--- src/rtl/psum_accum_wb.sv ---
// Write-back sequencer from the corelet OFIFO into psum SRAM: each vector either
// overwrites its row or is accumulated into it (read-modify-write), with saturation and optional ReLU.
module psum_accum_wb #(
    parameter int col     = 8,
    parameter int psum_bw = 16,
    parameter int addr_w  = 11
) (
    input  logic                   clk,
    input  logic                   reset,
    input  logic                   start,
    input  logic [addr_w-1:0]      base,
    input  logic [addr_w-1:0]      len,
    input  logic                   acc_en,
    input  logic                   relu_en,
    input  logic                   ofifo_valid,
    input  logic [col*psum_bw-1:0] ofifo_out,
    output logic                   ofifo_rd,
    output logic                   pmem_cen,
    output logic                   pmem_wen,
    output logic [addr_w-1:0]      pmem_a,
    output logic [col*psum_bw-1:0] pmem_d,
    input  logic [col*psum_bw-1:0] pmem_q,
    output logic                   busy,
    output logic                   done
);
    localparam int VW = col * psum_bw;

    typedef enum logic [1:0] {
        S_IDLE,
        S_FETCH,
        S_WRITE,
        S_DONE
    } state_t;

    localparam logic signed [psum_bw:0] SUM_MAX = {2'b00, {(psum_bw-1){1'b1}}};
    localparam logic signed [psum_bw:0] SUM_MIN = {2'b11, {(psum_bw-1){1'b0}}};
    localparam logic [addr_w-1:0]       IDX_ONE = {{(addr_w-1){1'b0}}, 1'b1};

    state_t            state_q, state_d;
    logic [addr_w-1:0] idx_q, idx_d;
    logic [addr_w-1:0] base_q, base_d;
    logic [addr_w-1:0] len_q, len_d;
    logic              acc_q, acc_d;
    logic              relu_q, relu_d;
    logic [VW-1:0]     hold_q, hold_d;

    logic [addr_w-1:0] addr;
    logic [addr_w-1:0] idx_inc;
    logic [VW-1:0]     result;

    function automatic logic signed [psum_bw-1:0] sat_lane(input logic signed [psum_bw:0] s);
        logic signed [psum_bw-1:0] r;
        if (s > SUM_MAX) begin
            r = SUM_MAX[psum_bw-1:0];
        end else if (s < SUM_MIN) begin
            r = SUM_MIN[psum_bw-1:0];
        end else begin
            r = s[psum_bw-1:0];
        end
        return r;
    endfunction

    function automatic logic signed [psum_bw-1:0] relu_lane(input logic signed [psum_bw-1:0] v,
                                                            input logic en);
        logic signed [psum_bw-1:0] r;
        r = (en && v[psum_bw-1]) ? '0 : v;
        return r;
    endfunction

    // Address wraps modulo 2^addr_w by construction of the adder width.
    assign addr    = base_q + idx_q;
    assign idx_inc = idx_q + IDX_ONE;

    // One extra bit of headroom per lane so the sum never overflows before saturation.
    for (genvar i = 0; i < col; i++) begin : g_lane
        logic signed [psum_bw-1:0] h;
        logic signed [psum_bw-1:0] q;
        logic signed [psum_bw:0]   s;
        assign h = hold_q[i*psum_bw +: psum_bw];
        assign q = acc_q ? pmem_q[i*psum_bw +: psum_bw] : '0;
        assign s = $signed({h[psum_bw-1], h}) + $signed({q[psum_bw-1], q});
        assign result[i*psum_bw +: psum_bw] = relu_lane(sat_lane(s), relu_q);
    end

    always_ff @(posedge clk or posedge reset) begin
        if (reset) begin
            state_q <= S_IDLE;
            idx_q   <= '0;
            base_q  <= '0;
            len_q   <= '0;
            acc_q   <= 1'b0;
            relu_q  <= 1'b0;
            hold_q  <= '0;
        end else begin
            state_q <= state_d;
            idx_q   <= idx_d;
            base_q  <= base_d;
            len_q   <= len_d;
            acc_q   <= acc_d;
            relu_q  <= relu_d;
            hold_q  <= hold_d;
        end
    end

    always_comb begin
        state_d  = state_q;
        idx_d    = idx_q;
        base_d   = base_q;
        len_d    = len_q;
        acc_d    = acc_q;
        relu_d   = relu_q;
        hold_d   = hold_q;
        ofifo_rd = 1'b0;
        pmem_cen = 1'b1;
        pmem_wen = 1'b1;
        pmem_a   = '0;
        pmem_d   = '0;
        busy     = 1'b0;
        done     = 1'b0;
        case (state_q)
            S_IDLE: begin
                if (start) begin
                    base_d  = base;
                    len_d   = len;
                    acc_d   = acc_en;
                    relu_d  = relu_en;
                    idx_d   = '0;
                    state_d = (len != '0) ? S_FETCH : S_DONE;
                end
            end
            S_FETCH: begin
                busy = 1'b1;
                // The stored row is read in the pop cycle so pmem_q lines up with WRITE.
                if (ofifo_valid) begin
                    ofifo_rd = 1'b1;
                    hold_d   = ofifo_out;
                    if (acc_q) begin
                        pmem_cen = 1'b0;
                        pmem_a   = addr;
                    end
                    state_d = S_WRITE;
                end
            end
            S_WRITE: begin
                busy     = 1'b1;
                pmem_cen = 1'b0;
                pmem_wen = 1'b0;
                pmem_a   = addr;
                pmem_d   = result;
                idx_d    = idx_inc;
                state_d  = (idx_inc == len_q) ? S_DONE : S_FETCH;
            end
            S_DONE: begin
                done    = 1'b1;
                state_d = S_IDLE;
            end
            default: begin
                state_d = S_IDLE;
            end
        endcase
    end
endmodule

--- config.mk ---
export PLATFORM = sky130hd
export DESIGN_NAME = psum_accum_wb
export DESIGN_NICKNAME = d
export VERILOG_FILES = /design/src/rtl/psum_accum_wb.sv
export SDC_FILE = /design/constraint.sdc
export NUM_CORES = 1
export LEC_CHECK = 0
export BUFFER_PORTS_ARGS = -buffer_cell sky130_fd_sc_hd__buf_2
export CAP_MARGIN = 5
export CORE_ASPECT_RATIO = 0.75
export CORE_UTILIZATION = 58
export CTS_CLUSTER_DIAMETER = 80
export DETAILED_ROUTE_END_ITERATION = 12
export PLACE_DENSITY = 0.9
export SETUP_SLACK_MARGIN = 0.05
export SKIP_LAST_GASP = 1
export SYNTH_ARGS = -nofsm -noshare
export SYNTH_HDL_FRONTEND = slang
export SYNTH_SLANG_ARGS = --single-unit
--- constraint.sdc ---
create_clock -name clk -period 8.75 [get_ports clk]
set_input_delay 2.1875 -clock clk [delete_from_list [all_inputs] [get_ports clk]]
set_output_delay 2.1875 -clock clk [all_outputs]
set_load 0.02 [all_outputs]
==> summary.txt <==
Run status
  – Status: complete, no violations

Setup path
  – Worst path bufs/invs: 3
  – Worst R2R Path Depth: 6
  – CP arrival: 5.78 ns
  – Worst-path fanout max: 12
  – Crit Path Class: input port to output pin
  – Worst Setup SP: pmem_q[16]
  – Startpoint Class: input port
  – Crit path max-delay family: compound AO/OA/AOI/OAI gates
  – Reg-to-Reg End: hold_q[59]
  – Slowest cell on crit path: o31ai_1
  – FF-to-FF setup slack: 5.94 ns
  – Worst path required time: 6.56 ns
  – Sequence of cells on the critical path: buf_2 > and2_1 > ha_1 > inv_1 > fa_1 > nor2b_1 > o31ai_1 > a21oi_1 > a221o_1 > nand4_1 > a31oi_1 > a22oi_1 > o31ai_1 > buf_2
  – CP endpoint kind: output pin
  – Worst flop-to-flop path startpoint: state_q[1]
  – CP max stage delay: 0.56 ns

Timing
  – Final hold vios: 0
  – Pins Over Slew Limit: 0
  – Hold Slack: 0.518 ns
  – Clock Skew: 0.0158 ns
  – Slew @ Worst Pin: between 1 and 1.5 ns
  – Rel. slew slack: about a quarter
  – Final setup violating endpoints: 0
  – Fin crit share: 91.1%
  – Maximum clock frequency: 125 MHz
  – RSZ-0062 raised after global routing: no
  – Final min period: 7.97 ns
  – Setup TNS: 0 ns

Synth
  – Register area share after synthesis: 27.6%
  – Yosys warns: 0
  – Share of the synthesized area in the top cell type: between 20% and 30%
  – Post-synth EDFFs: 0
  – #FFs+latches synth: around 170
  – Main flop type after synthesis: dfrtp_1
  – Post-synth net total: 2137
  – Post-synthesis cell count: 1701
  – Top-count cell post-synth: dfrtp_1
  – Synth area leader: dfrtp_1
  – Area contributors post-synth: dfrtp_1 (28%), ha_1 (12%), mux2_2 (11%)
  – Yosys cell types: 75
  – Post-synth ARST share: between 90% and 100%
  – Cell area after synthesis: ~15000 um2
  – Average cell area after synthesis: 8.78 um2
  – Commonest cells in the netlist: dfrtp_1 (165), o21ai_0 (159), mux2_2 (144)

Pwr
  – Leakage dissipation: slightly below 9 nW
  – Maximum VDD drop: 292 uV
  – Pwr dens: ~420 nW/um2

Floorplan
  – Die area: roughly 26000 um2
  – Initial core utilization: between 50% and 60%
  – DIE WIDTH: ~190 um
  – IO Pins: roughly 430
  – Row count: 50
  – Die height: 141 um
  – Core area: 25100 um2

Final layout
  – Seq. cell area: 4130 um2
  – Layout area overhead: 20.4%
  – NumNets Final: 2526
  – Share of cells above drive strength 1: 30.2%
  – Fill count: 1878
  – Area of the multi-input gates: 10300 um2

Routing
  – DR vias: 14700
  – Drt total wl: ~46 mm
  – Vias per inst: 5.99
  – First drt pass iteration count: 7
  – Final ANT Viol Nets: 0
  – DR DRC count: 0
  – Drt initial violations: around 1100
  – Routed len/inst: 18.9 um

CTS
  – Hold buffer count at cts: 0
  – Post-CTS sizing: 0
  – H-Tree Depth: 4
  – CTS tree: built
  – CTS Root Cell: clkbuf_16
  – CTS clk-pin slew, worst paths: 0.07 ns
  – Post-CTS Setup Inserts: 0
  – CTS max path bufs: 2
  – Worst-Skew Late Latency: about 0.45 ns
  – Clock sink count: 165
  – CTS Buf Count: 17

Global routing
  – Vias in the first global route: 14300
  – Initial antenna violation count: 15
  – Gr ovfl total: 0
  – First-pass GRT wire length: between 70 and 80 mm
  – Largest net degree at the start of global routing: 93
  – Global Route Usage Sum: about 35%

Min path
  – Hold EP: hold_q[12]
  – Hold path start: hold_q[12]
  – WHS Path Cells: 1
  – Hold Path Class: flop to flop

Job
  – Max_cap viols: 0

Placement
  – Post-DP HPWL: 35.3 mm
  – GP Congestion: 0.976
  – PortBufs: 427
cell families after synthesis:
logic type / after synthesis / synth area share [%]
compound gates: 503 / 21.1
xor+xnor: 119 / 7.03
fa+ha+maj: 152 / 13.2
buf+inv: 129 / 3.37
flops: 165 / 27.6
mux: 149 / 11.2
simple gates: 484 / 16.5
power breakdown:
part	total [mW]	internal, mW	switching (mW)
registers	1.43	1.14	0.290
clock network	0.855	0.516	0.339
logic	5.21	2.16	3.05
cell type report:
cell class | count | share of cell area [%]
multi-input cells | 1407 | 57.3
diodes | 13 | 0.181
well taps | 338 | 2.35
repair buffers | 435 | 12.2
clock buffers | 20 | 2.48
inverters | 64 | 1.39
flip-flops and latches | 165 | 23.0
clock inverters | 12 | 1.12
how the worst max path moves through the flow:
| stage | to | cells after the start |
|---|---|---|
| 3_5_place_dp | pmem_d[27] | 14 |
| 2_1_floorplan | pmem_d[19] | 13 |
| 6_report | pmem_d[27] | 14 |
| 5_1_grt | pmem_d[27] | 14 |
| 4_1_cts | pmem_d[27] | 14 |
| 3_3_place_gp | pmem_d[27] | 14 |
per-layer routing:
metal	routed length, um	GRT usage [%]
met1	19600	45.1
met2	21000	54.8
met3	3600	7.19
met4	2060	16.8
met5	77	1.10
registers in the layout (all words and copies together) (netlist names):
register and cells:
acc_q 1, hold_q 128, relu_q 1, base_q 11
idx_q 11, len_q 11, state_q 2
cells in the final DEF (no fill, tap or decap), drive strengths merged, types with 11 or more instances in the layout:
master  instances
mux2          144
o31ai          18
nand2          98
nor2          105
nor2b          24
a31oi          12
ha            143
and2          127
a21oi         126
nand2b         26
nor3           22
nand3          36
xnor2          60
a211oi         11
and3           13
a21o           52
buf           435
o21ai         178
clkbuf         20
xor2           59
o211ai         17
dfrtp         165
o21a           14
o21bai         12
inv            64
diode          13
per-stage QoR:
stage / total power, mW / instance area (um2) / cells / util, % / setup slack, ns
2_1_floorplan: 5.25 / 14900 / 1701 / - / 1.67
3_3_place_gp: 6.34 / 17300 / 2409 / 68.8 / 1.05
3_5_place_dp: 6.51 / 17300 / 2409 / 68.8 / 0.914
4_1_cts: 7.42 / 18000 / 2441 / 71.4 / 0.883
5_1_grt: 8.05 / 18000 / 2451 / 71.5 / 0.571
6_report: 7.49 / 18000 / 2454 / 71.5 / 0.781
worst register-to-register path, cell delays in order, from the launching register on:
cell	delay [ns]
dfrtp_1	0.40
inv_1	0.12
ha_1	0.24
nand2_1	0.16
inv_6	0.50
buf_4	0.82
mux2_2	0.45
Power figures use the tool's default switching activity.
